===== src/rtl/axi_mem_pkg.sv =====
// ---------------------------------------------------------------------------
// axi_mem_pkg
//   Shared definitions for the AXI memory window bridge: AXI response
//   encodings and the state types of the independent write and read FSMs.
// ---------------------------------------------------------------------------
package axi_mem_pkg;

  // AXI response encodings used by the bridge.
  localparam logic [1:0] RESP_OKAY   = 2'b00;
  localparam logic [1:0] RESP_DECERR = 2'b11;

  // Beat counter width, wide enough for any AXI4 burst length (len + 1 <= 256).
  localparam int BEAT_CNT_WIDTH = 8;

  // Write-direction FSM states.
  typedef enum logic [2:0] {
    WR_IDLE,
    WR_PASS_AW,
    WR_PASS_DATA,
    WR_ERR_DATA,
    WR_ERR_RESP
  } wr_state_e;

  // Read-direction FSM states.
  typedef enum logic [1:0] {
    RD_IDLE,
    RD_PASS_AR,
    RD_PASS_DATA,
    RD_ERR_DATA
  } rd_state_e;

endpackage


===== src/rtl/axi_mem_window_err_rd.sv =====
// ---------------------------------------------------------------------------
// axi_mem_window_err_rd
//   Beat counter for DECERR read bursts. The parent read FSM owns rvalid;
//   this block only tracks which beat is being presented and flags the last.
//
// Ports
//   clk, rst  : clock and asynchronous active-high reset
//   start_i   : an out-of-window burst is being accepted; rewind to beat 0
//   beat_i    : an error beat is handshaking this cycle
//   len_i     : registered AXI len of the burst (beats - 1)
//   last_o    : the beat currently presented is the final one
// ---------------------------------------------------------------------------
module axi_mem_window_err_rd
  import axi_mem_pkg::*;
(
  input  logic                      clk,
  input  logic                      rst,
  input  logic                      start_i,
  input  logic                      beat_i,
  input  logic [BEAT_CNT_WIDTH-1:0] len_i,
  output logic                      last_o
);

  logic [BEAT_CNT_WIDTH-1:0] beat_q;
  logic [BEAT_CNT_WIDTH-1:0] beat_d;

  // Counter stops advancing on the final beat so it never wraps past len.
  always_comb begin
    beat_d = beat_q;
    if (start_i) begin
      beat_d = '0;
    end else if (beat_i && !last_o) begin
      beat_d = beat_q + 8'd1;
    end
  end

  always_ff @(posedge clk or posedge rst) begin
    if (rst) begin
      beat_q <= '0;
    end else begin
      beat_q <= beat_d;
    end
  end

  assign last_o = (beat_q == len_i);

endmodule


===== src/rtl/axi_mem_window.sv =====
// ---------------------------------------------------------------------------
// axi_mem_window
//   Bridges a core-side AXI4 slave port onto a RAM-side AXI4 master port.
//   Requests falling inside [BASE_ADDR, BASE_ADDR + 2^RAM_ADDR_WIDTH) are
//   forwarded with the base subtracted; anything else is answered locally
//   with DECERR. One transaction per direction is in flight at a time, and
//   reads and writes run independently.
//
// Ports
//   clk, rst        : clock and asynchronous active-high reset
//   s_axi_aw*/w*/b* : core-side write address, write data, write response
//   s_axi_ar*/r*    : core-side read address and read data
//   m_axi_*         : same five channels toward the RAM, RAM_ADDR_WIDTH addr
// ---------------------------------------------------------------------------
module axi_mem_window
  import axi_mem_pkg::*;
#(
  parameter int                    DATA_WIDTH     = 64,
  parameter int                    ADDR_WIDTH     = 34,
  parameter int                    RAM_ADDR_WIDTH = 16,
  parameter int                    ID_WIDTH       = 4,
  parameter logic [ADDR_WIDTH-1:0] BASE_ADDR      = 34'h0_8000_0000
) (
  input  logic                      clk,
  input  logic                      rst,
  // core AW
  input  logic [ID_WIDTH-1:0]       s_axi_awid_i,
  input  logic [ADDR_WIDTH-1:0]     s_axi_awaddr_i,
  input  logic [7:0]                s_axi_awlen_i,
  input  logic [2:0]                s_axi_awsize_i,
  input  logic [1:0]                s_axi_awburst_i,
  input  logic                      s_axi_awlock_i,
  input  logic [3:0]                s_axi_awcache_i,
  input  logic [2:0]                s_axi_awprot_i,
  input  logic                      s_axi_awvalid_i,
  output logic                      s_axi_awready_o,
  // core W
  input  logic [DATA_WIDTH-1:0]     s_axi_wdata_i,
  input  logic [DATA_WIDTH/8-1:0]   s_axi_wstrb_i,
  input  logic                      s_axi_wlast_i,
  input  logic                      s_axi_wvalid_i,
  output logic                      s_axi_wready_o,
  // core B
  output logic [ID_WIDTH-1:0]       s_axi_bid_o,
  output logic [1:0]                s_axi_bresp_o,
  output logic                      s_axi_bvalid_o,
  input  logic                      s_axi_bready_i,
  // core AR
  input  logic [ID_WIDTH-1:0]       s_axi_arid_i,
  input  logic [ADDR_WIDTH-1:0]     s_axi_araddr_i,
  input  logic [7:0]                s_axi_arlen_i,
  input  logic [2:0]                s_axi_arsize_i,
  input  logic [1:0]                s_axi_arburst_i,
  input  logic                      s_axi_arlock_i,
  input  logic [3:0]                s_axi_arcache_i,
  input  logic [2:0]                s_axi_arprot_i,
  input  logic                      s_axi_arvalid_i,
  output logic                      s_axi_arready_o,
  // core R
  output logic [ID_WIDTH-1:0]       s_axi_rid_o,
  output logic [DATA_WIDTH-1:0]     s_axi_rdata_o,
  output logic [1:0]                s_axi_rresp_o,
  output logic                      s_axi_rlast_o,
  output logic                      s_axi_rvalid_o,
  input  logic                      s_axi_rready_i,
  // RAM AW
  output logic [ID_WIDTH-1:0]       m_axi_awid_o,
  output logic [RAM_ADDR_WIDTH-1:0] m_axi_awaddr_o,
  output logic [7:0]                m_axi_awlen_o,
  output logic [2:0]                m_axi_awsize_o,
  output logic [1:0]                m_axi_awburst_o,
  output logic                      m_axi_awlock_o,
  output logic [3:0]                m_axi_awcache_o,
  output logic [2:0]                m_axi_awprot_o,
  output logic                      m_axi_awvalid_o,
  input  logic                      m_axi_awready_i,
  // RAM W
  output logic [DATA_WIDTH-1:0]     m_axi_wdata_o,
  output logic [DATA_WIDTH/8-1:0]   m_axi_wstrb_o,
  output logic                      m_axi_wlast_o,
  output logic                      m_axi_wvalid_o,
  input  logic                      m_axi_wready_i,
  // RAM B
  input  logic [ID_WIDTH-1:0]       m_axi_bid_i,
  input  logic [1:0]                m_axi_bresp_i,
  input  logic                      m_axi_bvalid_i,
  output logic                      m_axi_bready_o,
  // RAM AR
  output logic [ID_WIDTH-1:0]       m_axi_arid_o,
  output logic [RAM_ADDR_WIDTH-1:0] m_axi_araddr_o,
  output logic [7:0]                m_axi_arlen_o,
  output logic [2:0]                m_axi_arsize_o,
  output logic [1:0]                m_axi_arburst_o,
  output logic                      m_axi_arlock_o,
  output logic [3:0]                m_axi_arcache_o,
  output logic [2:0]                m_axi_arprot_o,
  output logic                      m_axi_arvalid_o,
  input  logic                      m_axi_arready_i,
  // RAM R
  input  logic [ID_WIDTH-1:0]       m_axi_rid_i,
  input  logic [DATA_WIDTH-1:0]     m_axi_rdata_i,
  input  logic [1:0]                m_axi_rresp_i,
  input  logic                      m_axi_rlast_i,
  input  logic                      m_axi_rvalid_i,
  output logic                      m_axi_rready_o
);

  // Window decode: the offset from BASE_ADDR must be non-negative and fit in
  // RAM_ADDR_WIDTH bits. Testing the offset's upper bits avoids forming
  // BASE_ADDR + window size, which could overflow ADDR_WIDTH.
  logic [ADDR_WIDTH-1:0] aw_off;
  logic [ADDR_WIDTH-1:0] ar_off;
  logic                  aw_in_win;
  logic                  ar_in_win;

  assign aw_off    = s_axi_awaddr_i - BASE_ADDR;
  assign ar_off    = s_axi_araddr_i - BASE_ADDR;
  assign aw_in_win = (s_axi_awaddr_i >= BASE_ADDR) &&
                     (aw_off[ADDR_WIDTH-1:RAM_ADDR_WIDTH] == '0);
  assign ar_in_win = (s_axi_araddr_i >= BASE_ADDR) &&
                     (ar_off[ADDR_WIDTH-1:RAM_ADDR_WIDTH] == '0);

  // ---------------------------------------------------------------------
  // Write direction
  // ---------------------------------------------------------------------
  wr_state_e wr_state_q;
  wr_state_e wr_state_d;

  logic [ID_WIDTH-1:0]       aw_id_q;
  logic [RAM_ADDR_WIDTH-1:0] aw_addr_q;
  logic [7:0]                aw_len_q;
  logic [2:0]                aw_size_q;
  logic [1:0]                aw_burst_q;
  logic                      aw_lock_q;
  logic [3:0]                aw_cache_q;
  logic [2:0]                aw_prot_q;
  logic                      aw_accept;

  assign aw_accept = (wr_state_q == WR_IDLE) && s_axi_awvalid_i;

  always_ff @(posedge clk or posedge rst) begin
    if (rst) begin
      wr_state_q <= WR_IDLE;
    end else begin
      wr_state_q <= wr_state_d;
    end
  end

  always_comb begin
    wr_state_d = wr_state_q;
    case (wr_state_q)
      WR_IDLE:      if (s_axi_awvalid_i) wr_state_d = aw_in_win ? WR_PASS_AW : WR_ERR_DATA;
      WR_PASS_AW:   if (m_axi_awready_i) wr_state_d = WR_PASS_DATA;
      WR_PASS_DATA: if (m_axi_bvalid_i && s_axi_bready_i) wr_state_d = WR_IDLE;
      WR_ERR_DATA:  if (s_axi_wvalid_i && s_axi_wlast_i) wr_state_d = WR_ERR_RESP;
      WR_ERR_RESP:  if (s_axi_bready_i) wr_state_d = WR_IDLE;
      default:      wr_state_d = WR_IDLE;
    endcase
  end

  // The id is captured for out-of-window requests too: the DECERR response
  // must echo it.
  always_ff @(posedge clk or posedge rst) begin
    if (rst) begin
      aw_id_q    <= '0;
      aw_addr_q  <= '0;
      aw_len_q   <= '0;
      aw_size_q  <= '0;
      aw_burst_q <= '0;
      aw_lock_q  <= 1'b0;
      aw_cache_q <= '0;
      aw_prot_q  <= '0;
    end else if (aw_accept) begin
      aw_id_q    <= s_axi_awid_i;
      aw_addr_q  <= aw_off[RAM_ADDR_WIDTH-1:0];
      aw_len_q   <= s_axi_awlen_i;
      aw_size_q  <= s_axi_awsize_i;
      aw_burst_q <= s_axi_awburst_i;
      aw_lock_q  <= s_axi_awlock_i;
      aw_cache_q <= s_axi_awcache_i;
      aw_prot_q  <= s_axi_awprot_i;
    end
  end

  // W and B are straight wires in PASS_DATA; elsewhere the RAM side is held
  // idle and the core side is either blocked or served locally.
  always_comb begin
    s_axi_awready_o = 1'b0;
    m_axi_awvalid_o = 1'b0;
    s_axi_wready_o  = 1'b0;
    m_axi_wvalid_o  = 1'b0;
    s_axi_bvalid_o  = 1'b0;
    s_axi_bid_o     = aw_id_q;
    s_axi_bresp_o   = RESP_OKAY;
    m_axi_bready_o  = 1'b0;
    case (wr_state_q)
      WR_IDLE: begin
        s_axi_awready_o = 1'b1;
      end
      WR_PASS_AW: begin
        m_axi_awvalid_o = 1'b1;
      end
      WR_PASS_DATA: begin
        m_axi_wvalid_o = s_axi_wvalid_i;
        s_axi_wready_o = m_axi_wready_i;
        s_axi_bvalid_o = m_axi_bvalid_i;
        s_axi_bid_o    = m_axi_bid_i;
        s_axi_bresp_o  = m_axi_bresp_i;
        m_axi_bready_o = s_axi_bready_i;
      end
      WR_ERR_DATA: begin
        s_axi_wready_o = 1'b1;
      end
      WR_ERR_RESP: begin
        s_axi_bvalid_o = 1'b1;
        s_axi_bresp_o  = RESP_DECERR;
      end
      default: begin
      end
    endcase
  end

  assign m_axi_awid_o    = aw_id_q;
  assign m_axi_awaddr_o  = aw_addr_q;
  assign m_axi_awlen_o   = aw_len_q;
  assign m_axi_awsize_o  = aw_size_q;
  assign m_axi_awburst_o = aw_burst_q;
  assign m_axi_awlock_o  = aw_lock_q;
  assign m_axi_awcache_o = aw_cache_q;
  assign m_axi_awprot_o  = aw_prot_q;
  assign m_axi_wdata_o   = s_axi_wdata_i;
  assign m_axi_wstrb_o   = s_axi_wstrb_i;
  assign m_axi_wlast_o   = s_axi_wlast_i;

  // ---------------------------------------------------------------------
  // Read direction
  // ---------------------------------------------------------------------
  rd_state_e rd_state_q;
  rd_state_e rd_state_d;

  logic [ID_WIDTH-1:0]       ar_id_q;
  logic [RAM_ADDR_WIDTH-1:0] ar_addr_q;
  logic [7:0]                ar_len_q;
  logic [2:0]                ar_size_q;
  logic [1:0]                ar_burst_q;
  logic                      ar_lock_q;
  logic [3:0]                ar_cache_q;
  logic [2:0]                ar_prot_q;
  logic                      ar_accept;
  logic                      err_beat;
  logic                      err_last;

  assign ar_accept = (rd_state_q == RD_IDLE) && s_axi_arvalid_i;
  assign err_beat  = (rd_state_q == RD_ERR_DATA) && s_axi_rready_i;

  always_ff @(posedge clk or posedge rst) begin
    if (rst) begin
      rd_state_q <= RD_IDLE;
    end else begin
      rd_state_q <= rd_state_d;
    end
  end

  always_comb begin
    rd_state_d = rd_state_q;
    case (rd_state_q)
      RD_IDLE:      if (s_axi_arvalid_i) rd_state_d = ar_in_win ? RD_PASS_AR : RD_ERR_DATA;
      RD_PASS_AR:   if (m_axi_arready_i) rd_state_d = RD_PASS_DATA;
      RD_PASS_DATA: if (m_axi_rvalid_i && s_axi_rready_i && m_axi_rlast_i) rd_state_d = RD_IDLE;
      RD_ERR_DATA:  if (err_beat && err_last) rd_state_d = RD_IDLE;
      default:      rd_state_d = RD_IDLE;
    endcase
  end

  always_ff @(posedge clk or posedge rst) begin
    if (rst) begin
      ar_id_q    <= '0;
      ar_addr_q  <= '0;
      ar_len_q   <= '0;
      ar_size_q  <= '0;
      ar_burst_q <= '0;
      ar_lock_q  <= 1'b0;
      ar_cache_q <= '0;
      ar_prot_q  <= '0;
    end else if (ar_accept) begin
      ar_id_q    <= s_axi_arid_i;
      ar_addr_q  <= ar_off[RAM_ADDR_WIDTH-1:0];
      ar_len_q   <= s_axi_arlen_i;
      ar_size_q  <= s_axi_arsize_i;
      ar_burst_q <= s_axi_arburst_i;
      ar_lock_q  <= s_axi_arlock_i;
      ar_cache_q <= s_axi_arcache_i;
      ar_prot_q  <= s_axi_arprot_i;
    end
  end

  axi_mem_window_err_rd u_err_rd (
    .clk     (clk),
    .rst     (rst),
    .start_i (ar_accept),
    .beat_i  (err_beat),
    .len_i   (ar_len_q),
    .last_o  (err_last)
  );

  // R is a straight wire in PASS_DATA; in ERR_DATA zero-data DECERR beats
  // are generated locally with the registered id.
  always_comb begin
    s_axi_arready_o = 1'b0;
    m_axi_arvalid_o = 1'b0;
    s_axi_rvalid_o  = 1'b0;
    s_axi_rid_o     = ar_id_q;
    s_axi_rdata_o   = '0;
    s_axi_rresp_o   = RESP_OKAY;
    s_axi_rlast_o   = 1'b0;
    m_axi_rready_o  = 1'b0;
    case (rd_state_q)
      RD_IDLE: begin
        s_axi_arready_o = 1'b1;
      end
      RD_PASS_AR: begin
        m_axi_arvalid_o = 1'b1;
      end
      RD_PASS_DATA: begin
        s_axi_rvalid_o = m_axi_rvalid_i;
        s_axi_rid_o    = m_axi_rid_i;
        s_axi_rdata_o  = m_axi_rdata_i;
        s_axi_rresp_o  = m_axi_rresp_i;
        s_axi_rlast_o  = m_axi_rlast_i;
        m_axi_rready_o = s_axi_rready_i;
      end
      RD_ERR_DATA: begin
        s_axi_rvalid_o = 1'b1;
        s_axi_rresp_o  = RESP_DECERR;
        s_axi_rlast_o  = err_last;
      end
      default: begin
      end
    endcase
  end

  assign m_axi_arid_o    = ar_id_q;
  assign m_axi_araddr_o  = ar_addr_q;
  assign m_axi_arlen_o   = ar_len_q;
  assign m_axi_arsize_o  = ar_size_q;
  assign m_axi_arburst_o = ar_burst_q;
  assign m_axi_arlock_o  = ar_lock_q;
  assign m_axi_arcache_o = ar_cache_q;
  assign m_axi_arprot_o  = ar_prot_q;

endmodule


===== config.mk =====
export PLATFORM = sky130hd
export DESIGN_NAME = axi_mem_window
export DESIGN_NICKNAME = d
export VERILOG_FILES = /design/src/rtl/axi_mem_pkg.sv /design/src/rtl/axi_mem_window_err_rd.sv /design/src/rtl/axi_mem_window.sv
export SDC_FILE = /design/constraint.sdc
export NUM_CORES = 1
export LEC_CHECK = 0
export ABC_AREA = 1
export CAP_MARGIN = 20
export CORE_AREA = 2 2 201 203
export CTS_CLUSTER_SIZE = 30
export DETAILED_ROUTE_END_ITERATION = 7
export DIE_AREA = 0 0 203 205
export PLACE_DENSITY = 0.51
export SLEW_MARGIN = 30
export SYNTH_ARGS = -nofsm -noshare
export SYNTH_HDL_FRONTEND = slang
export SYNTH_SLANG_ARGS = --single-unit
export TNS_END_PERCENT = 10

===== constraint.sdc =====
create_clock -name clk -period 4 [get_ports clk]
set_clock_uncertainty 0.1 [all_clocks]
set_input_delay 0.6 -clock clk [delete_from_list [all_inputs] [get_ports clk]]
set_output_delay 0.6 -clock clk [all_outputs]
set_load 0.01 [all_outputs]

==> run summary, run 1 <==
======================================================================================================
Clock Path Buffers                                                                                   2
Routed Wire Length                                                                            26900 um
R2R Setup Slk                                                                                  2.11 ns
VDD IR-drop max                                                                                 292 uV
Flip-flop and latch count after synthesis                                                           95
Startpoint type of the worst setup path                                                      flip-flop
Synthesized Nets                                                                                   971
Number of distinct library cells after synthesis                                                    28
Sink count of the clock tree                                                                        95
Synth-to-Final Area Change                                                                       76.5%
Global-route wire length before repair                                                        37300 um
Number of enable flip-flop cells after synthesis                                                     0
Number of DRC markers after the initial detailed-route iteration                                   246
Total vias in the final route                                                                     5380
Std cell rows                                                                                       73
Share of layout cells above drive strength 1                                                     7.67%
Aggregate global routing overflow                                                                    0
Classification of the worst-slack hold path                                               flip-flop to flip-flop
Die Y                                                                                           205 um
Max-Slew Margin vs Limit                                                                         51.4%
Clock tree root buffer cell                                                               sky130_fd_sc_hd__clkbuf_16
Core utilization of the finished layout                                                          24.3%
YS warnings                                                                                          0
Drt drc                                                                                              0
Cell count after placement                                                                        1500
CP endpoint kind                                                                            output pin
Final setup fails                                                                                    0
Clock Latency Late Sink                                                                        0.35 ns
Antenna Violating Nets Remaining                                                                     0
Die width                                                                                       203 um
Synth Area per Inst                                                                         7.89 sq um
Hold Fails Final Rpt                                                                                 0
All-Layer GR Usage                                                                               12.3%
Average wire per standard cell                                                                 17.7 um
Clock tree from TritonCTS                                                                         done
Initial core utilization                                                                         13.8%
Largest net degree at the start of global routing                                                   52
Final Instance Count excl. Fillers                                                                1516
LEAKAGE                                                                                     0.00434 uW
Placed cell areas                                                                           9250 sq um
Layout Nets                                                                                       1269
Number of CTS-inserted buffers                                                                       9
Setup fix buffers added after clock tree synthesis                                                   0
Final setup TNS                                                                                   0 ns
Power per unit of standard cell area                                                       665 nW/um^2
Final setup margin                                                                            0.864 ns
Clock transition at the register clock pins on the worst setup and hold paths after CTS        0.07 ns
Pins Over Slew Limit                                                                                 0
Antenna violations before repair                                                                     1
Number of buffers added on ports                                                                   377
Final critical delay including setup and external delays                                       3.14 ns
Drt via density                                                                                   3.55
Number of primary I/O pins                                                                         522
Maximum fanout along the worst path                                                                 49
Vias in the first global route                                                                    5510
Run status                                                                                   completed
Combined area of all synthesized cells                                                      5430 sq um
Sequential cell area fraction in the yosys report                                                43.8%
Main synth FF type                                                                        sky130_fd_sc_hd__dfrtp_1
Total of hold buffers inserted after clock tree synthesis                                            0
Resize count post-CTS                                                                                0
Fmax achieved                                                                                  319 MHz
Number of max-cap violations                                                                         0
Worst-case setup slack after placement                                                         1.23 ns
Synthesized instance count                                                                         688
Setup repair after global routing missed its margin                                              false
Filler instances                                                                                  4292
Worst Path Arrival                                                                             2.44 ns
Core region area                                                                           39400 sq um
Slew of the pin with the lowest slew margin                                                   0.729 ns
Final critical-path share of the clock period                                                    78.4%
Data required, critical path                                                                   3.30 ns
Pre-antenna DRT Iters                                                                                4
Share of flip-flops with an asynchronous set or reset after synthesis                             100%
Final estimated routing congestion in global placement                                           0.782
Diode insertion count for antenna repair                                                             0
Area of all placed cells without fillers                                                    9580 sq um
Die Outline Area                                                                           41600 sq um
Kind of critical path                                                                     flip-flop to output pin
Number of levels in the clock H-tree                                                                 3
Hpwl dp                                                                                       22400 um
======================================================================================================
layout by cell type, fill, tap and decap left out, types with 3 or more instances in the layout:
cell                              count
sky130_fd_sc_hd__clkdlybuf4s50_1    377
sky130_fd_sc_hd__nand2_1            195
sky130_fd_sc_hd__nor2_1             100
sky130_fd_sc_hd__dfrtp_1             95
sky130_fd_sc_hd__inv_1               94
sky130_fd_sc_hd__mux2_2              41
sky130_fd_sc_hd__nand3_1             11
sky130_fd_sc_hd__clkbuf_16            9
sky130_fd_sc_hd__o21ai_0              7
sky130_fd_sc_hd__xor2_1               6
sky130_fd_sc_hd__o21ai_1              6
sky130_fd_sc_hd__xnor2_1              5
sky130_fd_sc_hd__inv_2                4
sky130_fd_sc_hd__nor3_1               4
sky130_fd_sc_hd__nand4_1              4
sky130_fd_sc_hd__nand2_2              3
sky130_fd_sc_hd__a21oi_1              3
sky130_fd_sc_hd__ha_1                 3
sky130_fd_sc_hd__buf_4                3
where the power goes:
part           switching (uW)  internal (uW)  leakage, uW
Combinational            1650           1980      0.00301
Clock                     403            572     0.000161
Sequential                341           1420      0.00117
layer usage:
metal  global-route usage (%)  vias to the layer above  wire (um)
li1                         -                     2583          -
met1                     13.3                     2492       9890
met2                     21.9                      287      13900
met3                     5.07                       16       2800
met4                     3.55                        2        328
met5                        0                        -          8
synth_stat cells, types with 2 or more instances:
library cell | count | area [sq um]
sky130_fd_sc_hd__buf_2 | 3 | 15.0
sky130_fd_sc_hd__o21ai_1 | 6 | 30.0
sky130_fd_sc_hd__nand3_1 | 11 | 55.1
sky130_fd_sc_hd__inv_1 | 95 | 357
sky130_fd_sc_hd__a21oi_1 | 3 | 15.0
sky130_fd_sc_hd__mux2_2 | 41 | 462
sky130_fd_sc_hd__nor3_2 | 2 | 20.0
sky130_fd_sc_hd__clkbuf_1 | 10 | 37.5
sky130_fd_sc_hd__nand4_1 | 4 | 25.0
sky130_fd_sc_hd__buf_4 | 76 | 571
sky130_fd_sc_hd__xor2_1 | 6 | 52.6
sky130_fd_sc_hd__inv_2 | 4 | 15.0
sky130_fd_sc_hd__o31ai_1 | 2 | 15.0
sky130_fd_sc_hd__dfrtp_1 | 95 | 2380
sky130_fd_sc_hd__nor2_1 | 100 | 375
sky130_fd_sc_hd__nor3_1 | 4 | 20.0
sky130_fd_sc_hd__buf_6 | 4 | 45.0
sky130_fd_sc_hd__nand2_2 | 4 | 25.0
sky130_fd_sc_hd__o21ai_0 | 7 | 35.0
sky130_fd_sc_hd__xnor2_1 | 5 | 43.8
sky130_fd_sc_hd__ha_1 | 3 | 37.5
sky130_fd_sc_hd__nand2_1 | 195 | 732
sky130_fd_sc_hd__clkbuf_2 | 2 | 10.0
sky130_fd_sc_hd__o21ai_2 | 2 | 17.5
through the flow:
step                      total power, uW  hold slack (ns)
after CTS                            6500            0.385
after global placement               5440            0.362
after floorplan                      3390            0.415
after global routing                 6840            0.402
after detailed placement             5460            0.364
final                                6370            0.382
logic make-up (layout without fill, tap and decap cells):
logic type	count (synthesis)	count (layout)	share of synthesized area, %
and+or+nand+nor	322	322	23.5
adders and majority gates	3	3	0.692
DFF	95	95	43.8
xor gates and xnor gates	11	11	1.78
muxes	41	41	8.51
buffers and inverters	194	497	19.3
AOI/OAI and AO/OA	22	22	2.35
registers in the layout (all words and copies together) (netlist names):
| name | count |
|---|---|
| m_axi_araddr_o | 16 |
| m_axi_awaddr_o | 16 |
| m_axi_arcache_o | 4 |
| m_axi_arid_o | 4 |
| m_axi_arlen_o | 8 |
| m_axi_awid_o | 4 |
| m_axi_awburst_o | 2 |
| m_axi_awlock_o | 1 |
| m_axi_arburst_o | 2 |
| m_axi_arprot_o | 3 |
| m_axi_awlen_o | 8 |
| m_axi_awprot_o | 3 |
| m_axi_arlock_o | 1 |
| m_axi_awsize_o | 3 |
| m_axi_awcache_o | 4 |
| u_err_rd.beat_q | 8 |
| rd_state_q | 2 |
| wr_state_q | 3 |
| m_axi_arsize_o | 3 |
worst paths after layout:
path,start,end,cells after the start
hold / removal,m_axi_arsize_o[0],m_axi_arsize_o[0],2
min in group asynchronous,rst,m_axi_awprot_o[1],2
setup / recovery,rd_state_q[1],s_axi_rid_o[3],8
hold reg to reg,m_axi_arsize_o[0],m_axi_arsize_o[0],2
max in group asynchronous,rst,m_axi_arid_o[3],3
setup reg to reg,rd_state_q[1],m_axi_araddr_o[10],6
area by class of cell:
type / count / area (sq um) / area share (%)
repair buffers: 382 / 3840 / 40.1
flip-flops and latches: 95 / 2380 / 24.8
multi-input cells: 399 / 2000 / 20.9
well taps: 525 / 657 / 6.86
inverters: 99 / 374 / 3.91
clock buffers: 11 / 243 / 2.53
clock inverters: 5 / 86.3 / 0.901
critical path, stage by stage, from the launching register on:
cell and delay, ns:
sky130_fd_sc_hd__dfrtp_1 0.45, sky130_fd_sc_hd__inv_1 0.12, sky130_fd_sc_hd__nor2_1 0.04, sky130_fd_sc_hd__buf_4 0.16, sky130_fd_sc_hd__inv_2 0.29, sky130_fd_sc_hd__buf_12 0.27, sky130_fd_sc_hd__nand2_1 0.09, sky130_fd_sc_hd__nand2_1 0.08
sky130_fd_sc_hd__clkdlybuf4s50_1 0.54
No activity file was read; power rests on OpenSTA's default activity.
==> run 2: changes to the inputs <==
clock period = 3.2 ns   (was 4 ns; I/O delays follow)
==> run 2 against run 1 <==
Net effect:
- setup slack worse by 0.60 ns
- non-clock buffer count is 5 higher
- routed wire length is 0.32% higher
- first-iteration DRC count is 30% lower
- hold slack worse by 0.0034 ns
- register-to-register slack worse by 0.82 ns
- critical path depth is 1 lower
- sequential cell count stayed put
- cell area is 0.30% higher
- cell count is 0.40% higher
- utilization is 0.073 points higher
- total power is 25% higher
- critical endpoint unchanged
==> run summary, run 2 (same netlist as run 1, synthesis figures left out) <==
======================================================================================================
Layout Nets                                                                                       1274   +0.39%
Average wire per standard cell                                                                 17.7 um   about the same
Setup repair after global routing missed its margin                                              false
Drt drc                                                                                              0   unchanged
Pre-antenna DRT Iters                                                                                4   unchanged
Power, Total                                                                                   7970 uW   +25%
CP endpoint kind                                                                            output pin
Final critical-path share of the clock period                                                    91.7%
Kind of critical path                                                                     flip-flop to output pin
Final Instance Count excl. Fillers                                                                1522   +0.40%
CP peak stage delay                                                                            0.63 ns   +0.09 ns
Initial core utilization                                                                         13.8%   unchanged
Std cell rows                                                                                       73   unchanged
Core region area                                                                           39400 sq um   unchanged
Fin Hold WS                                                                                   0.378 ns   -0.00340 ns
VDD IR-drop max                                                                                 310 uV   +6.3%
Setup fix buffers added after clock tree synthesis                                                   0   unchanged
Clock tree from TritonCTS                                                                         done
Total vias in the final route                                                                     5407   +0.50%
Hold Fails Final Rpt                                                                                 0   unchanged
Largest net degree at the start of global routing                                                   47   -9.6%
Number of CTS-inserted buffers                                                                       9   unchanged
Die width                                                                                       203 um   unchanged
Data required, critical path                                                                   2.62 ns   -0.68 ns
Crit-path cells                                                                           inv_1, nor2_1, inv_2, buf_12, nand2_1, nand2_1, clkdlybuf4s50_1
Antenna violations before repair                                                                     0   -1
Classification of the worst-slack hold path                                               input port to async pin
Startpoint type of the worst setup path                                                      flip-flop
Critical-path top delay cell                                                              sky130_fd_sc_hd__clkdlybuf4s50_1
Register cell area after layout                                                             2380 sq um   unchanged
Antenna Violating Nets Remaining                                                                     0   unchanged
Drt via density                                                                                   3.55   +0.11%
Cell count after placement                                                                        1505   +0.33%
Share of layout cells above drive strength 1                                                     8.13%   +0.46 points
Sink count of the clock tree                                                                        95   unchanged
Highest-count cells in the layout ignoring fill and taps                                  377 x sky130_fd_sc_hd__clkdlybuf4s50_1, 195 x sky130_fd_sc_hd__nand2_1, 100 x sky130_fd_sc_hd__nor2_1
Hpwl dp                                                                                       22200 um   -0.69%
Synth-to-Final Area Change                                                                       77.1%
Worst Path Arrival                                                                             2.35 ns   -0.09 ns
Routed Wire Length                                                                            27000 um   +0.32%
Resize count post-CTS                                                                                0   unchanged
Commonest non-fill, non-tap cell in the layout                                            sky130_fd_sc_hd__clkdlybuf4s50_1
Run status                                                                                   completed
Global-route wire length before repair                                                        37500 um   +0.61%
LEAKAGE                                                                                     0.00435 uW   +0.20%
Clock Path Buffers                                                                                   2   unchanged
Max-Slew Margin vs Limit                                                                         60.9%   +9.5 points
Total of hold buffers inserted after clock tree synthesis                                            0   unchanged
Aggregate global routing overflow                                                                    0   unchanged
Power per unit of standard cell area                                                       829 nW/um^2   +25%
Total area of multi-input combinational cells                                               2000 sq um   -0.25%
Number of max-cap violations                                                                         0   unchanged
Number of primary I/O pins                                                                         522   unchanged
Die Y                                                                                           205 um   unchanged
Number of DRC markers after the initial detailed-route iteration                                   171   -30%
Final estimated routing congestion in global placement                                           0.786   +0.52%
Die Outline Area                                                                           41600 sq um   unchanged
Filler instances                                                                                  4295   +0.070%
Final setup TNS                                                                                   0 ns   unchanged
Clock transition at the register clock pins on the worst setup and hold paths after CTS        0.08 ns   about the same
Clock tree root buffer cell                                                               sky130_fd_sc_hd__clkbuf_16
Fmax achieved                                                                                  341 MHz
Maximum fanout along the worst path                                                                 46   -6.1%
Cell type with the highest occurrence count on the critical path                          sky130_fd_sc_hd__nand2_1
Pins Over Slew Limit                                                                                 0   unchanged
Vias in the first global route                                                                    5586   +1.4%
Slew of the pin with the lowest slew margin                                                   0.587 ns   -0.142 ns
All-Layer GR Usage                                                                               12.4%   +0.12 points
Clock Latency Late Sink                                                                        0.38 ns   +0.03 ns
Final critical delay including setup and external delays                                       2.93 ns
Final setup fails                                                                                    0   unchanged
Number of buffers added on ports                                                                   377   unchanged
Number of levels in the clock H-tree                                                                 3   unchanged
======================================================================================================
-- run 2: final timing paths --
path                                    startpoint            endpoint  slack [ns]  cells past startpoint
worst max-delay path                 rd_state_q[1]      s_axi_rid_o[3]        0.27                      7
worst min-delay path                           rst   m_axi_awsize_o[1]        0.38                      2
worst max register to register       wr_state_q[0]   m_axi_awsize_o[0]        1.29                      4
worst min register to register  m_axi_araddr_o[10]  m_axi_araddr_o[10]        0.38                      2
max in group asynchronous                      rst  m_axi_awaddr_o[12]        1.93                      3
min in group clk                m_axi_araddr_o[10]  m_axi_araddr_o[10]        0.38                      2
-- run 2: power breakdown --
group	internal, uW	leakage [uW]	total, uW	switching (uW)
clock	651	0.000145	1180	527
sequential	1780	0.00117	2180	400
combinational	2510	0.00304	4610	2100
-- run 2: layer usage --
layer | track usage, % | part of all wire, % | vias to the layer above
met2 | 21.9 | 50 | 310
met4 | 5.19 | 2.6 | 0
met5 | 0 | 0 | -
met3 | 5.38 | 11 | 26
li1 | - | - | 2601
met1 | 12.9 | 36 | 2470
-- run 2: through the flow --
stage	cell area [sq um]	util, %	setup slack [ns]
2_1_floorplan	5430	-	0.143
3_3_place_gp	9290	23.6	0.623
3_5_place_dp	9290	23.6	0.622
4_1_cts	9600	24.4	0.172
5_1_grt	9600	24.4	0.0613
6_report	9610	24.4	0.267
-- run 2: area by class of cell --
cell class                      count  area share (%)
Tap cell                          525            6.84
Clock buffer                       12            2.67
Inverter                           99            3.89
Multi-Input combinational cell    399            20.8
Clock inverter                      4           0.560
Timing Repair Buffer              387            40.5
Antenna cell                        1          0.0261
Sequential cell                    95            24.7
-- run 2: critical path: cells and delay by family, from the launching register on --
family,cells,cell delay (ns)
DFF,1,0.46
and+or+nand+nor,3,0.26
buffers and inverters,4,1.22
==> run 3: changes to the inputs <==
CTS_CLUSTER_DIAMETER = 80   (was not set)
==> results of run 3 <==
Same layout as run 2: the final DEF is identical, and so are final timing and power.
